## config.mk

```make
export PLATFORM = sky130hd
export DESIGN_NAME = uart_tx_arbiter
export DESIGN_NICKNAME = d
export VERILOG_FILES = /design/src/rtl/uart_defines.sv /design/src/rtl/uart_rr_pick.sv /design/src/rtl/uart_tx_arbiter.sv
export SDC_FILE = /design/constraint.sdc
export NUM_CORES = 1
export LEC_CHECK = 0
export ABC_CLOCK_PERIOD_IN_PS = 1850
export BUFFER_PORTS_ARGS = -buffer_cell sky130_fd_sc_hd__buf_2
export CORE_AREA = 2 2 97 52
export CTS_CLUSTER_DIAMETER = 40
export CTS_CLUSTER_SIZE = 16
export DETAILED_ROUTE_END_ITERATION = 7
export DIE_AREA = 0 0 99 54
export PLACE_DENSITY = 0.7
export SKIP_CTS_REPAIR_TIMING = 1
export SLEW_MARGIN = 5
export SYNTH_ARGS = -nofsm -noshare
export SYNTH_HDL_FRONTEND = slang
export SYNTH_HIERARCHICAL = 1
export SYNTH_SLANG_ARGS = --single-unit
```

## constraint.sdc

```tcl
create_clock -name clk -period 1.85 [get_ports clk]
set_input_delay 0.2775 -clock clk [delete_from_list [all_inputs] [get_ports clk]]
set_output_delay 0.2775 -clock clk [all_outputs]
set_load 0.005 [all_outputs]
```

## src/rtl/uart_defines.sv

```systemverilog
// uart_defines: shared constants and arbiter state encodings for the
// UART transmit path (used alongside uart_transmit_fsm_defines).
package uart_defines;

  localparam int UART_DATA_W     = 8;
  localparam int ARB_MAX_BURST   = 16;
  localparam int ARB_ACK_TIMEOUT = 64;
  localparam int ARB_BURST_W     = 8;

  typedef enum logic [2:0] {
    IDLE      = 3'd0,
    LATCH     = 3'd1,
    SEND      = 3'd2,
    WAIT_ACK  = 3'd3,
    WAIT_DONE = 3'd4
  } arb_state_e;

endpackage

```

## src/rtl/uart_rr_pick.sv

```systemverilog
// uart_rr_pick: combinational round-robin picker.
// valid: request vector; ptr: search start; winner/any_valid: result.
module uart_rr_pick #(
  parameter int NUM_REQ = 4,
  parameter int GRANT_W = 2
) (
  input  logic [NUM_REQ-1:0] valid,
  input  logic [GRANT_W-1:0] ptr,
  output logic [GRANT_W-1:0] winner,
  output logic               any_valid
);

  logic [GRANT_W-1:0] idx;

  // Walk from the farthest slot back to ptr so the nearest valid
  // index at or after ptr (with wrap) is the last one written.
  always_comb begin
    winner = '0;
    idx    = '0;
    for (int k = NUM_REQ - 1; k >= 0; k--) begin
      idx = GRANT_W'((int'(ptr) + k) % NUM_REQ);
      if (valid[idx]) winner = idx;
    end
    any_valid = |valid;
  end

endmodule

```

## src/rtl/uart_tx_arbiter.sv

```systemverilog
// uart_tx_arbiter: round-robin, packet-locked sharing of one UART
// transmitter among NUM_REQ byte producers.
// Ports: req_valid/req_data/req_last/req_ready per producer;
// tx_send/tx_data/tx_ready to the transmitter; grant_id, busy,
// sticky err_timeout (cleared by err_clr) for status.
module uart_tx_arbiter
  import uart_defines::*;
#(
  parameter int NUM_REQ     = 4,
  parameter int GRANT_W     = 2,
  parameter int DATA_W      = UART_DATA_W,
  parameter int MAX_BURST   = ARB_MAX_BURST,
  parameter int ACK_TIMEOUT = ARB_ACK_TIMEOUT,
  parameter int TO_W        = 7
) (
  input  logic                      clk,
  input  logic                      rst_n,
  input  logic [NUM_REQ-1:0]        req_valid,
  input  logic [NUM_REQ*DATA_W-1:0] req_data,
  input  logic [NUM_REQ-1:0]        req_last,
  output logic [NUM_REQ-1:0]        req_ready,
  output logic                      tx_send,
  output logic [DATA_W-1:0]         tx_data,
  input  logic                      tx_ready,
  output logic [GRANT_W-1:0]        grant_id,
  output logic                      busy,
  output logic                      err_timeout,
  input  logic                      err_clr
);

  arb_state_e state_q, state_d;

  logic [GRANT_W-1:0]     rr_q, grant_q, pick, nxt_rr;
  logic                   any_valid;
  logic [ARB_BURST_W-1:0] burst_q;
  logic [TO_W-1:0]        to_q;
  logic [DATA_W-1:0]      data_q;
  logic                   last_q, err_q;
  logic                   gnt_valid, to_hit, pkt_done, to_evt;
  logic [DATA_W-1:0]      data_arr [NUM_REQ];

  for (genvar i = 0; i < NUM_REQ; i++) begin : g_unpack
    assign data_arr[i] = req_data[i*DATA_W +: DATA_W];
  end

  uart_rr_pick #(
    .NUM_REQ(NUM_REQ),
    .GRANT_W(GRANT_W)
  ) u_pick (
    .valid    (req_valid),
    .ptr      (rr_q),
    .winner   (pick),
    .any_valid(any_valid)
  );

  assign gnt_valid = req_valid[grant_q];
  assign to_hit    = (to_q == TO_W'(ACK_TIMEOUT - 1));
  assign to_evt    = (state_q == WAIT_ACK) && tx_ready && to_hit;
  assign pkt_done  = last_q ||
                     (burst_q == ARB_BURST_W'(MAX_BURST));
  assign nxt_rr    = (grant_q == GRANT_W'(NUM_REQ - 1)) ?
                     '0 : grant_q + 1'b1;

  always_ff @(posedge clk or negedge rst_n) begin
    if (!rst_n) state_q <= IDLE;
    else        state_q <= state_d;
  end

  always_comb begin
    state_d = state_q;
    unique case (state_q)
      IDLE:
        if (tx_ready && any_valid) state_d = LATCH;
      LATCH:
        state_d = gnt_valid ? SEND : IDLE;
      SEND:
        state_d = WAIT_ACK;
      WAIT_ACK:
        if (!tx_ready)   state_d = WAIT_DONE;
        else if (to_hit) state_d = IDLE;
      WAIT_DONE:
        if (tx_ready) state_d = pkt_done ? IDLE : LATCH;
      default:
        state_d = IDLE;
    endcase
  end

  always_comb begin
    req_ready = '0;
    tx_send   = 1'b0;
    busy      = 1'b1;
    unique case (state_q)
      IDLE:    busy = 1'b0;
      LATCH:   req_ready[grant_q] = 1'b1;
      SEND:    tx_send = 1'b1;
      default: ;
    endcase
  end

  // rr_q only moves on release, so a withdrawn or aborted grant
  // still hands priority to the next requester.
  always_ff @(posedge clk or negedge rst_n) begin
    if (!rst_n) begin
      rr_q    <= '0;
      grant_q <= '0;
      data_q  <= '0;
      last_q  <= 1'b0;
      burst_q <= '0;
      to_q    <= '0;
    end else begin
      unique case (state_q)
        IDLE:
          if (tx_ready && any_valid) begin
            grant_q <= pick;
            burst_q <= '0;
          end
        LATCH:
          if (gnt_valid) begin
            data_q  <= data_arr[grant_q];
            last_q  <= req_last[grant_q];
            burst_q <= burst_q + 1'b1;
          end else begin
            rr_q <= nxt_rr;
          end
        SEND:
          to_q <= '0;
        WAIT_ACK:
          if (tx_ready) begin
            if (to_hit) rr_q <= nxt_rr;
            else        to_q <= to_q + 1'b1;
          end
        WAIT_DONE:
          if (tx_ready && pkt_done) rr_q <= nxt_rr;
        default: ;
      endcase
    end
  end

  // A timeout in the same cycle as err_clr keeps the flag set.
  always_ff @(posedge clk or negedge rst_n) begin
    if (!rst_n)       err_q <= 1'b0;
    else if (to_evt)  err_q <= 1'b1;
    else if (err_clr) err_q <= 1'b0;
  end

  assign tx_data     = data_q;
  assign grant_id    = grant_q;
  assign err_timeout = err_q;

endmodule

```

==> impl_metrics.tcl, run 1 <==
set metrics [dict create \
    status "complete, no violations" \
    drive_gt1_frac 0.4286 \
    dp.cells 303 \
    grt_first_pass_wirelength_mm 7.541 \
    synth_cell_types 42 \
    fmax_mhz 559.0 \
    portBuffers 60 \
    arrival_ns 1.95 \
    ys_top_cells_by_area "dfrtp_1 41%, mux4_2 11%, mux2_4 4.6%" \
    pwr-share-seq 0.338 \
    drc 0 \
    critPathMaxFanout 3 \
    async_flop_share 1.000 \
    finalCritPeriodShare 0.9669 \
    startpoint_type "flip-flop" \
    ys_ff_latch 32 \
    num_vias 1568 \
    r2r-start "to_q[0]$_DFFE_PN0P_" \
    hp-class "in2async" \
    grtUsageTotal 0.1872 \
    numCtsBuffers 5 \
    synth_nets 231 \
    slew_viol_final 0 \
    swShare 0.3591 \
    vias_per_cell 5.026 \
    maxCapViolCount 0 \
    cts_buffer_depth 2 \
    wl_per_cell_um 14.39 \
    routed_wl_mm 4.490 \
    clkSlewWorstSetupHoldPaths_ns 0.06 \
    synth_edf_count 0 \
    critPathRequiredTime_ns 2.01 \
    setup_viol 0 \
    worstSkewPairLatency_ns 0.28 \
    grt_pass1_vias 1483 \
    cts_tree "built" \
    postSynthCellCount 180 \
    overflow 0 \
    hpwl_mm 3.465 \
    fin_worst_skew_ns 0.005788 \
    grt_start_max_net_pins 33 \
    critPathKind "reg2reg" \
    clock-sinks 32 \
    comb_power_share 0.496 \
    r2r_setup_slack_ns 0.06 \
    power_leakage_nw 1.220 \
    rsz0062_at_grt "true" \
    worst-slew-pin-transition_ns 0.7271 \
    die_area_sq_mm 0.005346 \
    yosysMostFrequentCell "dfrtp_1" \
    power_density_mw_per_mm2 1326 \
    diodes 0 \
    synth.top_cell.area_share 0.4082 \
    worst_r2r_endpoint "rr_q[0]$_DFFE_PN0P_" \
    ant_nets 0 \
    synth_common_cells "32 x dfrtp_1, 20 x nor2_1, 19 x nand2_1" \
    p_switching_mw 1.190 \
    antenna_found_initial 0 \
    reg2reg_depth 6 \
    drt_iter0_drc 97 \
    yosysWarnings 6 \
    start_util 0.4249 \
    htreeDepth 2 \
    slowest_delay_ns 0.37 \
    synth_seq_area_share 0.4082 \
    avgSynthCellArea_sq_um 10.90 \
    fp.dieW_um 99 \
    gp_congestion 0.8001 \
    clkPwrFrac 0.166 \
    setup_tns_ns 0 \
    fin_crit_ns 1.789 \
    clock-root-buffer "clkbuf_8" \
    ys.flop_type "dfrtp_1" \
    synthToLayoutAreaGrowth_pct 27.42 \
    cp_slowest_cell "dfrtp_1" \
    dieHeight_um 54 \
    synth_area_sq_mm 0.001962 \
    slew_headroom 0.5152 \
    critical-path-top-delay-family "simple AND/OR/NAND/NOR gates" \
    first_pass_iters 4 \
    finalNetCount 302 \
    rows 18 \
    total_power_mw 3.314 \
    yosysTopAreaCell "dfrtp_1" \
    worstPathCellList "ha_2, and4_4, nand2_2, o31a_1, nor3_4, mux2_4" \
    fillers 399 \
    critPathBufInv 0 \
    instances_no_fill 312 \
    critPathCaptureType "flip-flop" \
    internal_power_mw 2.124 \
    core_sq_mm 0.004617 \
    vdd_drop_max_mv 0.5585 \
    finalHoldViolations 0 \
    io_pins 61 \
]
[per-stage QoR]
| stage | setup WS [ns] | util | instance area, sq um | hold WS (ns) |
|---|---|---|---|---|
| floorplan | 0.04657 | - | 1962 | -0.01809 |
| global placement | 0.07497 | 0.5130 | 2369 | 0.3756 |
| detailed placement | -0.03049 | 0.5130 | 2369 | 0.3862 |
| CTS | -0.03445 | 0.5325 | 2459 | 0.08120 |
| global route | -0.02322 | 0.5415 | 2500 | 0.1141 |
| finish | 0.06122 | 0.5415 | 2500 | 0.05499 |
[final cells by class]
type	instances	area [sq um]	area share
repair buffers	71	386.6	0.1547
clock buffers	8	90.09	0.03604
multi-input cells	132	1114	0.4454
flip-flops and latches	32	800.8	0.3203
inverters	9	33.78	0.01351
well taps	60	75.07	0.03003
[worst reg2reg max path: stages (launching register included)]
cell and delay [ns]:
dfrtp_1 0.37, ha_2 0.19, and4_4 0.24, nand2_2 0.06
o31a_1 0.27, nor3_4 0.24, mux2_4 0.32
[worst max-delay path by stage]
stage / depth (start not counted) / slack [ns] / endpoint / from
after floorplan: 5 / 0.05 / last_q$_DFFE_PN0P_ / grant_id[0]$_DFFE_PN0P_
after global placement: 7 / 0.07 / rr_q[0]$_DFFE_PN0P_ / burst_q[1]$_DFFE_PN0P_
after detailed placement: 7 / -0.03 / rr_q[1]$_DFFE_PN0P_ / burst_q[1]$_DFFE_PN0P_
after CTS: 7 / -0.03 / rr_q[1]$_DFFE_PN0P_ / burst_q[1]$_DFFE_PN0P_
after global routing: 6 / -0.02 / rr_q[0]$_DFFE_PN0P_ / to_q[0]$_DFFE_PN0P_
final: 6 / 0.06 / rr_q[0]$_DFFE_PN0P_ / to_q[0]$_DFFE_PN0P_
[layout by cell type (no fill, tap or decap), drive strengths merged, types with 2 or more instances in the layout]
cell    count
a211o       2
a211oi      2
a21oi       4
a31oi       2
and2        5
and3        4
buf        71
clkbuf      8
dfrtp      32
ha          7
inv         9
mux2       11
mux2i       4
mux4       10
nand2      19
nand2b      3
nand3       3
nand4       6
nor2       20
nor3        4
nor3b       3
o21ai       6
xor2        8
[sequential cells by signal, summed over array words and instances, names as in the netlist]
| register | flops |
|---|---|
| tx_data | 8 |
| burst_q | 8 |
| state_q | 3 |
| grant_id | 2 |
| rr_q | 2 |
| err_timeout | 1 |
| to_q | 7 |
| last_q | 1 |
[cells by family after synthesis]
logic type	after synthesis	synth area share
AND/OR/NAND/NOR	72	0.1875
flip-flops	32	0.4082
multiplexers	25	0.2098
AO/OA/AOI/OAI	20	0.07462
buffers and inverters	16	0.03954
XOR/XNOR	8	0.03572
adder cells (fa/ha/maj)	7	0.04464
[power groups by stage]
stage	registers (mW)	logic, mW	clock network [mW]
after detailed placement	1.12	1.58	0
after global placement	1.12	1.55	0
after CTS	1.11	1.59	0.563
after global routing	1.15	1.83	0.600
final	1.12	1.65	0.549
after floorplan	1.10	1.09	0
[per-layer routing]
metal  global-route usage  wire length (um)  share of wire  vias up
met5                    0                 0              0        -
met4              0.06621                60          0.013        0
met3              0.05065               179          0.040        6
met2               0.2432              1696           0.38       36
met1               0.2901              2553           0.57      738
li1                     -                 -              -      788
Note: power is estimated with default switching activity, not from simulation.
==> inputs of run 2 (changes only) <==
Settings changed: CELL_PAD_IN_SITES_DETAIL_PLACEMENT set to 2, CELL_PAD_IN_SITES_GLOBAL_PLACEMENT set to 2, CORE_AREA 2 2 97 52 to 2 2 122 65, DIE_AREA 0 0 99 54 to 0 0 124 67, REMOVE_ABC_BUFFERS set to 1.
==> run 2 against run 1 <==
- the run now ends with negative setup slack left
- sequential power grew 5%
- largest cell class unchanged
- count of clock-buffer cells in the layout is 3 lower
- power increased by 13%
==> impl_metrics.tcl, run 2 (synthesized netlist as in run 1, its figures left out) <==
set metrics [dict create \
    slew_headroom 0.4933 \
    htreeDepth 2 \
    fin_crit_ns 1.859 \
    io_pins 61 \
    overflow 0 \
    num_vias 1687 \
    reg2reg_depth 6 \
    setup_viol 2 \
    core_sq_mm 0.007157 \
    fin_worst_skew_ns 0.003927 \
    total_power_mw 3.760 \
    clock-sinks 32 \
    fin_area_sq_mm 0.002658 \
    gp_congestion 0.7360 \
    numCtsBuffers 5 \
    whs_ns 0.07443 \
    cts_tree "built" \
    vias_per_cell 4.848 \
    finalHoldViolations 0 \
    maxCapViolCount 0 \
    r2r_setup_slack_ns -0.009 \
    die_area_sq_mm 0.008308 \
    placed_cell_area_sq_mm 0.002426 \
    portBuffers 60 \
    diodes 0 \
    first_pass_iters 4 \
    clock-root-buffer "clkbuf_16" \
    worstSkewPairLatency_ns 0.27 \
    ant_nets 0 \
    cts_buffer_depth 2 \
    vdd_drop_max_mv 0.4722 \
    drive_gt1_frac 0.4444 \
    dieHeight_um 67 \
    fmax_mhz 537.9 \
    start_util 0.2741 \
    grt_pass1_vias 1887 \
    slew_viol_final 0 \
    failed_checks "negative setup slack" \
    drc 0 \
    synthToLayoutAreaGrowth_pct 35.46 \
    grt_start_max_net_pins 33 \
    fp.dieW_um 124 \
    critPathRequiredTime_ns 2.01 \
    wl_per_cell_um 18.33 \
    power_leakage_nw 1.259 \
    status "complete, but fails checks" \
    finalNetCount 305 \
    setup_tns_ns -0.01574 \
    critPathKind "reg2reg" \
    worst-slew-pin-transition_ns 0.7601 \
    most-common-layout-cells "60 x buf_2, 31 x dfrtp_1, 20 x nor2_1" \
    hp-class "in2async" \
    rsz0062_at_grt "true" \
    final_util 0.3713 \
    rows 22 \
    arrival_ns 2.02 \
    worst_slack_ns -0.009195 \
    fillers 782 \
    grtUsageTotal 0.1702 \
    routed_wl_mm 6.379 \
    antenna_found_initial 0 \
    hpwl_mm 4.924 \
    clkSlewWorstSetupHoldPaths_ns 0.05 \
    grt_first_pass_wirelength_mm 10.50 \
    worst_r2r_endpoint "rr_q[0]$_DFFE_PN0P_" \
    power_density_mw_per_mm2 1415 \
    drt_iter0_drc 64 \
    critPathCaptureType "flip-flop" \
    critPathMaxFanout 3 \
    startpoint_type "flip-flop" \
    r2r-start "to_q[1]$_DFFE_PN0P_" \
    finalCritPeriodShare 1.005 \
    final_common_cell "buf_2" \
]
==> run 2: changes by cell type in the layout (fill, tap and decap cells not counted), moves of 2 or more <==
| cell | change |
|---|---|
| buf_4 | +2 |
| clkbuf_1 | -2 |
| clkbuf_8 | -6 |
| clkbuf_16 | +5 |
==> run 2: power breakdown <==
| part | total [mW] | internal [mW] | switching [mW] |
|---|---|---|---|
| clock network | 0.745 | 0.474 | 0.271 |
| logic | 1.84 | 0.982 | 0.855 |
| registers | 1.18 | 0.919 | 0.259 |
==> run 2: per-layer routing <==
layer / vias up / wire, um / GRT usage
li1: 788 / - / -
met1: 867 / 3401 / 0.2525
met2: 25 / 2744 / 0.2541
met3: 7 / 183 / 0.03682
met4: 0 / 50 / 0.02949
met5: - / 0 / 0
==> run 2: how the worst max path moves through the flow <==
stage               depth (start not counted)                      to                     from
floorplan                                   3  tx_data[5]$_DFFE_PN0P_  grant_id[0]$_DFFE_PN0P_
detailed placement                          6     rr_q[0]$_DFFE_PN0P_      to_q[1]$_DFFE_PN0P_
finish                                      6     rr_q[0]$_DFFE_PN0P_      to_q[1]$_DFFE_PN0P_
global placement                            6     rr_q[1]$_DFFE_PN0P_      to_q[1]$_DFFE_PN0P_
global route                                6     rr_q[1]$_DFFE_PN0P_      to_q[1]$_DFFE_PN0P_
CTS                                         6     rr_q[0]$_DFFE_PN0P_   burst_q[1]$_DFFE_PN0P_
==> run 2: stage by stage <==
stage	setup slack [ns]	instances
floorplan	-0.1598	173
global placement	0.06049	339
detailed placement	-0.02253	339
CTS	-0.08308	344
global route	-0.07569	348
finish	-0.009195	348
==> run 2: cell type report <==
| type | instances | area, sq um | area share |
|---|---|---|---|
| Clock buffer | 5 | 125.1 | 0.04708 |
| Multi-Input combinational cell | 132 | 1155 | 0.4346 |
| Sequential cell | 32 | 802.0 | 0.3018 |
| Inverter | 9 | 33.78 | 0.01271 |
| Timing Repair Buffer | 74 | 421.7 | 0.1587 |
| Tap cell | 96 | 120.1 | 0.04520 |
==> run 2: critical path: stages (launching register included) <==
cell and delay [ns]:
dfrtp_1 0.42, ha_4 0.16, and4_4 0.25, nand2_2 0.06, o31a_1 0.29, nor3_4 0.24
mux2_4 0.32
==> inputs of run 3 (changes only) <==
Settings changed: CORE_AREA 2 2 122 65 to 2 2 87 89, DIE_AREA 0 0 124 67 to 0 0 89 91, PLACE_DENSITY 0.7 to 0.71.
==> run 3 against run 2 <==
- the flow now finishes without violations
- die area shrank 2.5%
- first-iteration DRC count down 22%
- power decreased by 10%
- worst setup slack improved by 0.035 ns
- hold slack worse by 0.018 ns
- count of clock-buffer cells in the layout up 1
- non-clock buffer count increased by 3
- critical path depth is the same
- cell area fell by 2.7%
- clock power down 32%
- fmax is 1.9% higher
- routed wire length down 13%
- highest routed layer unchanged
==> impl_metrics.tcl, run 3 (synthesized netlist as in run 1, its figures left out) <==
set metrics [dict create \
    wl_per_cell_um 15.55 \
    rows 31 \
    worst_slack_ns 0.02586 \
    use_met1 0.1729 \
    grt.busiest_layer "met2" \
    whs_ns 0.05600 \
    io_pins 61 \
    diodes 0 \
    numCtsBuffers 5 \
    finalNetCount 308 \
    drc 0 \
    setup_viol 0 \
    worstPathCellList "ha_2, and4_4, nand2_2, o31a_1, nor3_4, mux2_4" \
    grt_pass1_vias 1903 \
    pre_cts_ws_ns -0.01429 \
    slew_headroom 0.5053 \
    cts_buffer_depth 2 \
    met2_usage 0.2643 \
    cp_slowest_cell "dfrtp_1" \
    ant_nets 0 \
    grt_start_max_net_pins 33 \
    dp.cells 345 \
    critPathKind "reg2reg" \
    worst_r2r_endpoint "rr_q[0]$_DFFE_PN0P_" \
    status "complete, no violations" \
    finalHoldViolations 0 \
    vdd_drop_max_mv 0.4315 \
    worst-slew-pin-transition_ns 0.7420 \
    finalCritPeriodShare 0.9860 \
    power_density_mw_per_mm2 1302 \
    rsz0062_at_grt "true" \
    final_util 0.3622 \
    instances_no_fill 356 \
    drive_gt1_frac 0.4475 \
    antenna_found_initial 0 \
    startpoint_type "flip-flop" \
    overflow 0 \
    total_power_mw 3.366 \
    reg2reg_depth 6 \
    slew_viol_final 0 \
    fp.dieW_um 89 \
    portBuffers 60 \
    clock-root-buffer "clkbuf_8" \
    critPathMaxFanout 3 \
    routed_wl_mm 5.536 \
    met3_usage 0.02909 \
    grtUsageTotal 0.1485 \
    slowest_delay_ns 0.37 \
    r2r_setup_slack_ns 0.03 \
    vias_per_cell 4.694 \
    fin_crit_ns 1.824 \
    core_sq_mm 0.007137 \
    startpoint "to_q[1]$_DFFE_PN0P_" \
    synthToLayoutAreaGrowth_pct 31.76 \
    num_vias 1671 \
    first_pass_iters 4 \
    arrival_ns 1.99 \
    final_common_cell "buf_2" \
    grt_first_pass_wirelength_mm 9.390 \
    clkSlewWorstSetupHoldPaths_ns 0.07 \
    critPathRequiredTime_ns 2.02 \
    cts_tree "built" \
    maxCapViolCount 0 \
    fillers 837 \
    worstSkewPairLatency_ns 0.29 \
    r2r-start "to_q[1]$_DFFE_PN0P_" \
    gp_congestion 0.7857 \
    power_leakage_nw 1.243 \
    clock-sinks 32 \
    fin_worst_skew_ns 0.006219 \
    drt_iter0_drc 50 \
    most-common-layout-cells "60 x buf_2, 31 x dfrtp_1, 20 x nor2_1" \
    hp-class "in2async" \
    start_util 0.2749 \
    htreeDepth 2 \
    dieHeight_um 91 \
    hpwl_mm 4.277 \
    fmax_mhz 548.2 \
    critPathCaptureType "flip-flop" \
    die_area_sq_mm 0.008099 \
]
-- run 3: changes by cell type in the layout (fill, tap and decap cells not counted), sizes merged --
cell    change
clkbuf      +1
buf         +3
clkinv      +1
-- run 3: worst max-delay path by stage --
stage / to / slack [ns] / depth (start not counted)
2_1_floorplan: tx_data[5]$_DFFE_PN0P_ / -0.16 / 3
3_3_place_gp: rr_q[1]$_DFFE_PN0P_ / 0.08 / 7
3_5_place_dp: rr_q[1]$_DFFE_PN0P_ / -0.01 / 7
4_1_cts: rr_q[0]$_DFFE_PN0P_ / -0.04 / 7
5_1_grt: rr_q[1]$_DFFE_PN0P_ / -0.06 / 5
6_report: rr_q[0]$_DFFE_PN0P_ / 0.03 / 6
-- run 3: stage by stage --
step | TNS [ns] | instance area [sq um]
2_1_floorplan | -1.946 | 1918
3_5_place_dp | -0.02822 | 2440
4_1_cts | -0.07454 | 2517
3_3_place_gp | 0 | 2440
5_1_grt | -0.1197 | 2585
6_report | 0 | 2585
-- run 3: final cells by class --
cell class              count  area (sq um)  share of cell area
multi-input cells         132          1116              0.4318
clock inverters             1         5.005            0.001936
inverters                   9         33.78             0.01307
clock buffers               6         72.57             0.02807
repair buffers             77         431.7              0.1670
well taps                  99         123.9             0.04792
flip-flops and latches     32         802.0              0.3103
-- run 3: power breakdown --
part,total [mW],internal (mW),leakage (nW),switching [mW]
Clock,0.508,0.255,0.0410,0.253
Combinational,1.72,0.941,0.789,0.778
Sequential,1.14,0.917,0.413,0.221
-- run 3: per-layer routing --
| layer | part of all wire | wire (um) | vias up |
|---|---|---|---|
| li1 | - | - | 793 |
| met1 | 0.41 | 2278 | 841 |
| met2 | 0.54 | 3001 | 29 |
| met3 | 0.027 | 151 | 8 |
| met4 | 0.019 | 105 | 0 |
| met5 | 0 | 0 | - |
-- run 3: worst max-delay path: cells and delay by family, from the launching register on --
family	cells	cell delay (ns)
adders and majority gates	1	0.19
AOI/OAI and AO/OA	1	0.27
and+or+nand+nor	3	0.54
DFF	1	0.37
muxes	1	0.33
